File: src/rtl/mem_port_arbiter_if.sv
// Bus bundle for mem_port_arbiter: IF fetch side, LS side and RAM side.
// slave = arbiter view, master = requesters/RAM environment view.
interface mem_port_arbiter_if #(
    parameter int ADDR_W = 32,
    parameter int DATA_W = 64
);
    localparam int MASK_W = DATA_W / 8;

    logic              if_req_i;
    logic [ADDR_W-1:0] if_addr_i;
    logic              if_gnt_o;
    logic              if_rvalid_o;
    logic [DATA_W-1:0] if_rdata_o;
    logic              if_err_o;

    logic              ls_req_i;
    logic              ls_we_i;
    logic [ADDR_W-1:0] ls_addr_i;
    logic [DATA_W-1:0] ls_wdata_i;
    logic [MASK_W-1:0] ls_wmask_i;
    logic              ls_gnt_o;
    logic              ls_rvalid_o;
    logic [DATA_W-1:0] ls_rdata_o;
    logic              ls_err_o;

    logic              ram_req_o;
    logic              ram_we_o;
    logic [ADDR_W-1:0] ram_addr_o;
    logic [DATA_W-1:0] ram_wdata_o;
    logic [MASK_W-1:0] ram_wmask_o;
    logic              ram_gnt_i;
    logic              ram_rvalid_i;
    logic [DATA_W-1:0] ram_rdata_i;

    modport slave (
        input  if_req_i, if_addr_i,
        output if_gnt_o, if_rvalid_o, if_rdata_o, if_err_o,
        input  ls_req_i, ls_we_i, ls_addr_i, ls_wdata_i, ls_wmask_i,
        output ls_gnt_o, ls_rvalid_o, ls_rdata_o, ls_err_o,
        output ram_req_o, ram_we_o, ram_addr_o, ram_wdata_o, ram_wmask_o,
        input  ram_gnt_i, ram_rvalid_i, ram_rdata_i
    );

    modport master (
        output if_req_i, if_addr_i,
        input  if_gnt_o, if_rvalid_o, if_rdata_o, if_err_o,
        output ls_req_i, ls_we_i, ls_addr_i, ls_wdata_i, ls_wmask_i,
        input  ls_gnt_o, ls_rvalid_o, ls_rdata_o, ls_err_o,
        input  ram_req_o, ram_we_o, ram_addr_o, ram_wdata_o, ram_wmask_o,
        output ram_gnt_i, ram_rvalid_i, ram_rdata_i
    );
endinterface

File: src/rtl/mem_port_arbiter.sv
// Shares one RAM port between fetch (IF) and load/store (LS); one
// transaction in flight, RAM req/gnt/rvalid handshake, optional timeout.
// Ports: clk, rst_n (async active-low), bus (mem_port_arbiter_if.slave),
// busy_o. Macro MEM_ARB_RR_EN selects round-robin on ties (default: LS wins).
module mem_port_arbiter #(
    parameter int ADDR_W  = 32,
    parameter int DATA_W  = 64,
    parameter int TIMEOUT = 255
) (
    input  logic                clk,
    input  logic                rst_n,
    mem_port_arbiter_if.slave   bus,
    output logic                busy_o
);
    localparam int MASK_W = DATA_W / 8;
    localparam int CNT_W  = (TIMEOUT > 1) ? $clog2(TIMEOUT) : 1;
    localparam logic [CNT_W-1:0] TMO_LAST = CNT_W'(TIMEOUT - 1);

    typedef enum logic [1:0] {IDLE, REQ, RSP} state_t;

    state_t            state_q, state_d;
    logic              own_ls_q;
    logic              we_q;
    logic [ADDR_W-1:0] addr_q;
    logic [DATA_W-1:0] wdata_q;
    logic [MASK_W-1:0] wmask_q;
    logic [CNT_W-1:0]  cnt_q;

    logic              if_rvalid_q, ls_rvalid_q;
    logic              if_err_q, ls_err_q;
    logic [DATA_W-1:0] if_rdata_q, ls_rdata_q;

    logic any_req, pick_ls, grant, rsp_tmo;

`ifdef MEM_ARB_RR_EN
    logic last_ls_q;
    // On a tie the requester that did not win last time goes first.
    assign pick_ls = bus.ls_req_i & (~bus.if_req_i | ~last_ls_q);
`else
    assign pick_ls = bus.ls_req_i;
`endif

    assign any_req = bus.if_req_i | bus.ls_req_i;
    // rst_n gate keeps gnt low while reset is held.
    assign grant   = (state_q == IDLE) & any_req & rst_n;
    // Timeout fires on the last counted RSP cycle; rvalid wins a tie.
    assign rsp_tmo = (TIMEOUT != 0) && (cnt_q == TMO_LAST)
                     && !bus.ram_rvalid_i;

    always_comb begin
        state_d = state_q;
        case (state_q)
            IDLE: if (any_req) state_d = REQ;
            REQ:  if (bus.ram_gnt_i) state_d = RSP;
            RSP:  if (bus.ram_rvalid_i || rsp_tmo) state_d = IDLE;
            default: state_d = IDLE;
        endcase
    end

    always_ff @(posedge clk or negedge rst_n) begin
        if (!rst_n) begin
            state_q     <= IDLE;
            own_ls_q    <= 1'b0;
            we_q        <= 1'b0;
            addr_q      <= '0;
            wdata_q     <= '0;
            wmask_q     <= '0;
            cnt_q       <= '0;
            if_rvalid_q <= 1'b0;
            ls_rvalid_q <= 1'b0;
            if_err_q    <= 1'b0;
            ls_err_q    <= 1'b0;
            if_rdata_q  <= '0;
            ls_rdata_q  <= '0;
`ifdef MEM_ARB_RR_EN
            last_ls_q   <= 1'b1;
`endif
        end else begin
            state_q     <= state_d;
            if_rvalid_q <= 1'b0;
            ls_rvalid_q <= 1'b0;
            if_err_q    <= 1'b0;
            ls_err_q    <= 1'b0;
            if (grant) begin
                own_ls_q <= pick_ls;
                addr_q   <= pick_ls ? bus.ls_addr_i : bus.if_addr_i;
                we_q     <= pick_ls & bus.ls_we_i;
                wdata_q  <= pick_ls ? bus.ls_wdata_i : '0;
                wmask_q  <= pick_ls ? bus.ls_wmask_i : '0;
`ifdef MEM_ARB_RR_EN
                last_ls_q <= pick_ls;
`endif
            end
            if (state_q == REQ && bus.ram_gnt_i) begin
                cnt_q <= '0;
            end else if (state_q == RSP) begin
                cnt_q <= cnt_q + 1'b1;
            end
            if (state_q == RSP) begin
                if (bus.ram_rvalid_i) begin
                    if (own_ls_q) begin
                        ls_rvalid_q <= 1'b1;
                        if (!we_q) ls_rdata_q <= bus.ram_rdata_i;
                    end else begin
                        if_rvalid_q <= 1'b1;
                        if_rdata_q  <= bus.ram_rdata_i;
                    end
                end else if (rsp_tmo) begin
                    if (own_ls_q) begin
                        ls_rvalid_q <= 1'b1;
                        ls_err_q    <= 1'b1;
                        ls_rdata_q  <= '0;
                    end else begin
                        if_rvalid_q <= 1'b1;
                        if_err_q    <= 1'b1;
                        if_rdata_q  <= '0;
                    end
                end
            end
        end
    end

    assign bus.if_gnt_o    = grant & ~pick_ls;
    assign bus.ls_gnt_o    = grant & pick_ls;
    assign bus.if_rvalid_o = if_rvalid_q;
    assign bus.ls_rvalid_o = ls_rvalid_q;
    assign bus.if_err_o    = if_err_q;
    assign bus.ls_err_o    = ls_err_q;
    assign bus.if_rdata_o  = if_rdata_q;
    assign bus.ls_rdata_o  = ls_rdata_q;
    assign bus.ram_req_o   = (state_q == REQ);
    assign bus.ram_we_o    = we_q;
    assign bus.ram_addr_o  = addr_q;
    assign bus.ram_wdata_o = wdata_q;
    assign bus.ram_wmask_o = wmask_q;
    assign busy_o          = (state_q != IDLE);
endmodule

File: src/flat_wrapper.sv
// flat-port wrapper written by rule: the top's interface ports become plain ports
module mem_port_arbiter_flat 
#(
    parameter int ADDR_W  = 32,
    parameter int DATA_W  = 64,
    parameter int TIMEOUT = 255
)
  (clk, rst_n, busy_o, bus_if_req_i, bus_if_addr_i, bus_if_gnt_o, bus_if_rvalid_o, bus_if_rdata_o, bus_if_err_o, bus_ls_req_i, bus_ls_we_i, bus_ls_addr_i, bus_ls_wdata_i, bus_ls_wmask_i, bus_ls_gnt_o, bus_ls_rvalid_o, bus_ls_rdata_o, bus_ls_err_o, bus_ram_req_o, bus_ram_we_o, bus_ram_addr_o, bus_ram_wdata_o, bus_ram_wmask_o, bus_ram_gnt_i, bus_ram_rvalid_i, bus_ram_rdata_i);
  mem_port_arbiter_if #(.ADDR_W(ADDR_W), .DATA_W(DATA_W)) bus_i ();
  input  logic clk;
  input  logic rst_n;
  output logic busy_o;
  input wire logic [$bits(bus_i.if_req_i)-1:0] bus_if_req_i;
  input wire logic [$bits(bus_i.if_addr_i)-1:0] bus_if_addr_i;
  output wire logic [$bits(bus_i.if_gnt_o)-1:0] bus_if_gnt_o;
  output wire logic [$bits(bus_i.if_rvalid_o)-1:0] bus_if_rvalid_o;
  output wire logic [$bits(bus_i.if_rdata_o)-1:0] bus_if_rdata_o;
  output wire logic [$bits(bus_i.if_err_o)-1:0] bus_if_err_o;
  input wire logic [$bits(bus_i.ls_req_i)-1:0] bus_ls_req_i;
  input wire logic [$bits(bus_i.ls_we_i)-1:0] bus_ls_we_i;
  input wire logic [$bits(bus_i.ls_addr_i)-1:0] bus_ls_addr_i;
  input wire logic [$bits(bus_i.ls_wdata_i)-1:0] bus_ls_wdata_i;
  input wire logic [$bits(bus_i.ls_wmask_i)-1:0] bus_ls_wmask_i;
  output wire logic [$bits(bus_i.ls_gnt_o)-1:0] bus_ls_gnt_o;
  output wire logic [$bits(bus_i.ls_rvalid_o)-1:0] bus_ls_rvalid_o;
  output wire logic [$bits(bus_i.ls_rdata_o)-1:0] bus_ls_rdata_o;
  output wire logic [$bits(bus_i.ls_err_o)-1:0] bus_ls_err_o;
  output wire logic [$bits(bus_i.ram_req_o)-1:0] bus_ram_req_o;
  output wire logic [$bits(bus_i.ram_we_o)-1:0] bus_ram_we_o;
  output wire logic [$bits(bus_i.ram_addr_o)-1:0] bus_ram_addr_o;
  output wire logic [$bits(bus_i.ram_wdata_o)-1:0] bus_ram_wdata_o;
  output wire logic [$bits(bus_i.ram_wmask_o)-1:0] bus_ram_wmask_o;
  input wire logic [$bits(bus_i.ram_gnt_i)-1:0] bus_ram_gnt_i;
  input wire logic [$bits(bus_i.ram_rvalid_i)-1:0] bus_ram_rvalid_i;
  input wire logic [$bits(bus_i.ram_rdata_i)-1:0] bus_ram_rdata_i;
  assign bus_i.if_req_i = bus_if_req_i;
  assign bus_i.if_addr_i = bus_if_addr_i;
  assign bus_if_gnt_o = bus_i.if_gnt_o;
  assign bus_if_rvalid_o = bus_i.if_rvalid_o;
  assign bus_if_rdata_o = bus_i.if_rdata_o;
  assign bus_if_err_o = bus_i.if_err_o;
  assign bus_i.ls_req_i = bus_ls_req_i;
  assign bus_i.ls_we_i = bus_ls_we_i;
  assign bus_i.ls_addr_i = bus_ls_addr_i;
  assign bus_i.ls_wdata_i = bus_ls_wdata_i;
  assign bus_i.ls_wmask_i = bus_ls_wmask_i;
  assign bus_ls_gnt_o = bus_i.ls_gnt_o;
  assign bus_ls_rvalid_o = bus_i.ls_rvalid_o;
  assign bus_ls_rdata_o = bus_i.ls_rdata_o;
  assign bus_ls_err_o = bus_i.ls_err_o;
  assign bus_ram_req_o = bus_i.ram_req_o;
  assign bus_ram_we_o = bus_i.ram_we_o;
  assign bus_ram_addr_o = bus_i.ram_addr_o;
  assign bus_ram_wdata_o = bus_i.ram_wdata_o;
  assign bus_ram_wmask_o = bus_i.ram_wmask_o;
  assign bus_i.ram_gnt_i = bus_ram_gnt_i;
  assign bus_i.ram_rvalid_i = bus_ram_rvalid_i;
  assign bus_i.ram_rdata_i = bus_ram_rdata_i;
  mem_port_arbiter #(.ADDR_W(ADDR_W), .DATA_W(DATA_W), .TIMEOUT(TIMEOUT)) u_core (.clk(clk), .rst_n(rst_n), .bus(bus_i), .busy_o(busy_o));
endmodule
File: config.mk
export PLATFORM = sky130hd
export DESIGN_NAME = mem_port_arbiter_flat
export DESIGN_NICKNAME = d
export VERILOG_FILES = /design/src/rtl/mem_port_arbiter_if.sv /design/src/rtl/mem_port_arbiter.sv /design/src/flat_wrapper.sv
export SDC_FILE = /design/constraint.sdc
export NUM_CORES = 1
export LEC_CHECK = 0
export CAP_MARGIN = 20
export CORE_AREA = 4 4 174 176
export CTS_BUF_LIST = sky130_fd_sc_hd__clkbuf_8
export CTS_CLUSTER_DIAMETER = 30
export DETAILED_ROUTE_END_ITERATION = 7
export DIE_AREA = 0 0 178 180
export GPL_TIMING_DRIVEN = 0
export PLACE_DENSITY = 0.76
export RECOVER_POWER = 100
export SYNTH_ARGS = -nofsm -noshare
export SYNTH_HDL_FRONTEND = slang
export SYNTH_SLANG_ARGS = --single-unit
File: constraint.sdc
create_clock -name clk -period 4.5 [get_ports clk]
set_input_delay 0.9 -clock clk [delete_from_list [all_inputs] [get_ports clk]]
set_output_delay 0.9 -clock clk [all_outputs]
set_load 0.02 [all_outputs]
==> run metrics <==
status=complete, but fails checks; failing checks=max-capacitance violations, max-slew violations; Via density=5.37; most common cell in the synthesized netlist=dfrtp_1; worst-margin pin slew=2.86 ns; post-synth cell types=40; max frequency=0.237 GHz; Worst Setup End Kind=output pin; H-Tree Depth=2; Post-Synth XOR/XNOR Area=0; clk_lat worst skew=0.60 ns; M3 GR Usage=0.0897; post-route clock period utilization=0.940; Worst Reg-to-Reg Cells=7; antenna violations before repair=6; DP HPWL=32.1 mm; Max VDD drop=0.499 mV; Die Wd=178 um; routability cong.=0.910; count of pins over their slew limit=122; Synth top area share=0.519; Ports=448; Synth Instances=1068; number of remaining DRC errors=0; crit-path max cell delay=0.65 ns; Synth Register Bits=248; ys flop type=dfrtp_1; dpl cells=1900; max_cap viols=3; worst min path class=input port to asynchronous set/reset pin; grt met2 use=0.467; largest net degree at the start of global routing=64; share of cells above drive strength 1=0.167; Cell Rows=62; CTS tree=done; Synthesis Warnings=0; number of synthesized flops with an enable pin=0; Cell Chain, Critical Path=buf_12, buf_16, buf_16, o211ai_2, buf_2, buf_2, nor2_1, clkdlybuf4s50_1; Starting DRT DRC Count=512; drt pass-1 iters=5; Overall Power=0.0109 W; Die H=180 um; critical path depth=8; mux contribution to synthesized area=0.116; final hold violation count=0; Post-CTS Hold Fix Bufs=0; CP Max Fanout=64; nets=1790; FILL cells=2263; Mapped Nets=1277; Mean Syn Cell Area=11.2 um2; Post-synth top cells=dfrtp_1 (248), o21ai_0 (93), nand4_1 (74); drt wl/cell=21.8 um; final cell count without fillers=2011; top cells by area, synth=dfrtp_1 (52%), mux2_2 (6.1%), a21bo_2 (6.1%); largest family of logic cells by synthesized area=compound AO/OA/AOI/OAI gates; slowest cell on the critical path=clkdlybuf4s50_1; area leader, netlist=dfrtp_1; Area after DPL=17000 um2; core area=28600 um2; Clock transition at path regs=0.05 ns; Buf/Inv on CP=6; Synth Area in Adders=0.00209; via count=10800; Final Core Density=0.639; final instance area=18300 um2; mapped cell area=12000 um2; Antenna Nets Post-Route=0; CP top delay family=buffers and inverters; Worst Path Arrival=3.33 ns; I/O Buffers=446; Simple-Gate Fraction of Synth Area=0.156; Setup violations, final=0; WP data required=3.60 ns; vias in the first global route=11500; Initial Util=0.418; drt total wl=43.8 mm; first-pass GRT wire length=66.6 mm; RSZ-0062 raised after global routing=no; leak pwr=7.58 nW; relative slew slack=-0.907; Final min period=4.23 ns; Layout area overhead=53.0%; Worst R2R Setup Slack=1.99 ns; Num CTS Buffers=60; Top Usage Layer GRT=met2; Max Root-Sink Buffers=3; Synth Area in Compound Gates=0.164; Post-CTS Setup Bufs=0; Pwr Density=597 nW/um2; CP Class=input port to output pin; Global Route met1 Usage=0.289; Total GRT Usage=0.263; clock sink total=248; Setup TNS Final=0 ns; grt ovf=0; Max Clock Skew=0.0326 ns; root buffer cell=clkbuf_8; sequential share of the synthesized area=0.519; asr flop ratio synth=1.00; R2R Path Start=u_core.cnt_q[0]$_DFFE_PN0P_; Die Area=32000 um2; Critical R2R Capture=u_core.bus.if_rdata_o[61]$_DFFE_PN0P_; startpoint types=input port
-- worst reg2reg max path, delay by kind of cell, from the launching register on --
| kind | cells | cell delay, ns |
|---|---|---|
| flip-flops | 1 | 0.43 |
| AND/OR/NAND/NOR | 2 | 0.52 |
| buffers and inverters | 3 | 1.09 |
| adder cells (fa/ha/maj) | 1 | 0.18 |
| AO/OA/AOI/OAI | 1 | 0.16 |
-- power breakdown --
group          total, W  leakage, nW  switching (W)  internal (W)
clock network   0.00298        0.708        0.00112       0.00186
logic           0.00453         4.19        0.00243       0.00210
registers       0.00341         2.68       0.000473       0.00294
-- cells in the final DEF (no fill, tap or decap), drive strengths merged, types with 13 or more instances in the layout --
| cell type | Yosys | final |
|---|---|---|
| dlygate4sd3 | 0 | 241 |
| mux2i | 66 | 66 |
| clkdlybuf4s50 | 0 | 204 |
| nand2b | 67 | 67 |
| clkbuf | 61 | 148 |
| mux2 | 65 | 65 |
| nand4 | 74 | 74 |
| buf | 44 | 32 |
| a22oi | 64 | 64 |
| dfrtp | 248 | 248 |
| nand2 | 72 | 72 |
| o21ai | 132 | 132 |
| inv | 2 | 13 |
| and3b | 65 | 65 |
| a21bo | 73 | 73 |
-- sequential cells by signal, indices dropped and copies added (netlist names), 2 cells and up --
| name | count |
|---|---|
| u_core.bus.ram_addr_o | 32 |
| u_core.cnt_q | 8 |
| u_core.bus.ram_wmask_o | 8 |
| u_core.bus.ram_wdata_o | 64 |
| u_core.bus.ls_rdata_o | 64 |
| u_core.bus.if_rdata_o | 64 |
| u_core.state_q | 2 |
-- routing by layer --
metal,up-vias,wire [um]
met5,-,42
met4,6,1540
met3,85,3850
met2,413,22500
met1,5346,15800
li1,4943,-
-- kinds of logic after synthesis --
| family | Yosys count |
|---|---|
| fa+ha+maj | 2 |
| mux | 131 |
| flops | 248 |
| simple gates | 300 |
| compound gates | 280 |
| buf+inv | 107 |
-- stage by stage --
step           worst slack, ns  hold WS (ns)
6_report                 0.272         0.209
5_1_grt                 0.0292         0.201
4_1_cts                  0.116         0.199
3_5_place_dp            -0.353         0.474
3_3_place_gp            -10.15         0.469
2_1_floorplan             1.71         0.445
-- cell type report --
class,instances,area (um2),area share
plain buffers,105,474,0.0259
inverters,2,7.51,0.000410
repair buffers,451,4540,0.248
flip-flops and latches,248,6210,0.339
multi-input cells,713,5230,0.286
clock inverters,37,404,0.0221
well taps,384,480,0.0263
clock buffers,69,950,0.0519
diodes,2,5.00,0.000273
-- worst max-delay path by stage --
stage	startpoint	to	slack, ns
2_1_floorplan	bus_ls_req_i	bus_if_gnt_o	1.71
3_3_place_gp	rst_n	bus_if_gnt_o	-10.15
3_5_place_dp	rst_n	bus_if_gnt_o	-0.35
4_1_cts	rst_n	bus_if_gnt_o	0.12
5_1_grt	rst_n	bus_if_gnt_o	0.03
6_report	rst_n	bus_if_gnt_o	0.27
-- repair_timing --
item                                   in CTS  in global routing
endpoints found under the hold margin       0                  0
cloned                                      2                  1
gates resized for setup                     1                  0
setup endpoints to repair                   2                  1
(Power assumes the default switching activity.)
==> RTL change (config.mk and constraints unchanged) <==
Make the reset (`rst_n`) synchronous in one clocked block. Comments in the files are not updated.
--- a/src/rtl/mem_port_arbiter.sv
+++ b/src/rtl/mem_port_arbiter.sv
@@ -58,5 +58,5 @@
     end
 
-    always_ff @(posedge clk or negedge rst_n) begin
+    always_ff @(posedge clk) begin
         if (!rst_n) begin
             state_q     <= IDLE;
Check against the original RTL: differs if rst_n is asserted again (counterexample within 4 cycles, from zero or initial values and one cycle with rst_n low); with rst_n held inactive, the same outputs for 4 cycles.
==> RTL change against the unedited design <==
- the run still ends with capacitance limit, slew limit left
- worst setup slack got worse by 0.044 ns
- critical path type unchanged
- highest routed layer is now met4
- sequential cell count did not move
- clock skew fell by 0.0036 ns
- final area fell by 21%
- synthesized cell count fell by 30%
- sequential power fell by 32%
- synthesized area fell by 30%
- via count fell by 24%
- final cell count fell by 17%
- largest cell class unchanged
- global-route usage fell by 6.8 points
- routed wire length fell by 24%
- count of clock-buffer cells in the layout fell by 9
- power fell by 46%
- core utilization fell by 13 points
- largest power group is now the clock network
==> RTL change: results (changes against the unedited design) <==
Outcome
Result of the run: finished, violations left (unchanged). Failing checks: capacitance limit, slew limit (unchanged).

Power and ir drop
The net switching share of the total power was 24.4% (was 36.8%). The internal power is 0.00444 W (was 0.00691 W). The combinational group power is 0.000743 W (was 0.00453 W). The worst-case vdd ir drop is 0.280 mV (was 0.499 mV).

Detailed routing
The routed length per instance was 19.9 um (was 21.8 um). The detailed-routing wirelength on met1 is 12000 um (was 15800 um).

Placed design
The number of placed instances, taps included is 1577 (was 1900). The worst setup timing slack at the placement stage is 0.270 ns (was -0.353 ns). The total cell area at the placement stage was 13300 sq um (was 17000 sq um).

Setup path
The timing startpoint of the critical path is bus_ls_req_i (was rst_n). The source of the worst register-to-register timing path is u_core.state_q[1] (was u_core.cnt_q[0]).

Global route
The met2 global-route usage is 34.5% (was 46.7%). The global routing usage on met3 is 6.74% (was 8.97%). The global-route track usage on met1 is 20.6% (was 28.9%). The number of global-route vias before repair came to 8417 (was 11500). The global-route wire length before repair came to 49100 um (was 66600 um). The largest net degree at the start of global routing is 14 (was 64).

Cells and area
The number of filler cells placed in the layout is 2497 (was 2263). The end-of-flow core utilization is 50.7% (was 63.9%). The ratio of cells with drive above 1 in the final layout is 9.08% (was 16.7%).

STA
The minimum hold slack is 0.464 ns (was 0.209 ns). The count of final max-slew check failures is 21 (was 122). The minimum setup slack in the final design is 0.228 ns (was 0.272 ns). The final clock skew was 0.0290 ns (was 0.0326 ns).

Clocking
The number of cells upsized or downsized after cts was 0 (was 1). The total clock buffers created by CTS is 53 (was 60).

Yosys
The share of the synthesized netlist area taken by xor and xnor gates is 0.735% (was 0%). The post-synthesis async set-or-reset flop share is 0% (was 100%). Most instantiated cells after synthesis: sky130_fd_sc_hd__dfxtp_1 (248), sky130_fd_sc_hd__a22o_1 (129), sky130_fd_sc_hd__nor2_1 (109) (was sky130_fd_sc_hd__dfrtp_1 (248), sky130_fd_sc_hd__o21ai_0 (93), sky130_fd_sc_hd__nand4_1 (74)).

The adder-cell share of the synthesized area is 0.300% (was 0.209%). The share of the synthesized area in compound gates (AO/OA/AOI/OAI) is 23.8% (was 16.4%).

Run
The number of max-capacitance violations reported is 2 (was 3).
[RTL change: cell count changes after synthesis, moves of 55 or more]
cell                       unedited run  this run
sky130_fd_sc_hd__nand2_1             72        17
sky130_fd_sc_hd__nor2_1               1       109
sky130_fd_sc_hd__nand2b_1            67         3
sky130_fd_sc_hd__o21ai_0             93         0
sky130_fd_sc_hd__mux2_2              65         0
sky130_fd_sc_hd__a21bo_2             73         0
sky130_fd_sc_hd__a22o_1               0       129
sky130_fd_sc_hd__dfxtp_1              0       248
sky130_fd_sc_hd__nand4_1             74         2
sky130_fd_sc_hd__dfrtp_1            248         0
sky130_fd_sc_hd__and3b_1             65         0
[RTL change: area by class of cell]
| class | count | share of cell area (%) |
|---|---|---|
| sequential | 248 | 34.2 |
| timing repair buffer | 447 | 30.8 |
| multi-input combinational | 429 | 20.5 |
| clock buffer | 60 | 5.69 |
| tap | 384 | 3.31 |
| clock inverter | 36 | 3.04 |
| buffer | 66 | 2.37 |
| inverter | 3 | 0.0775 |
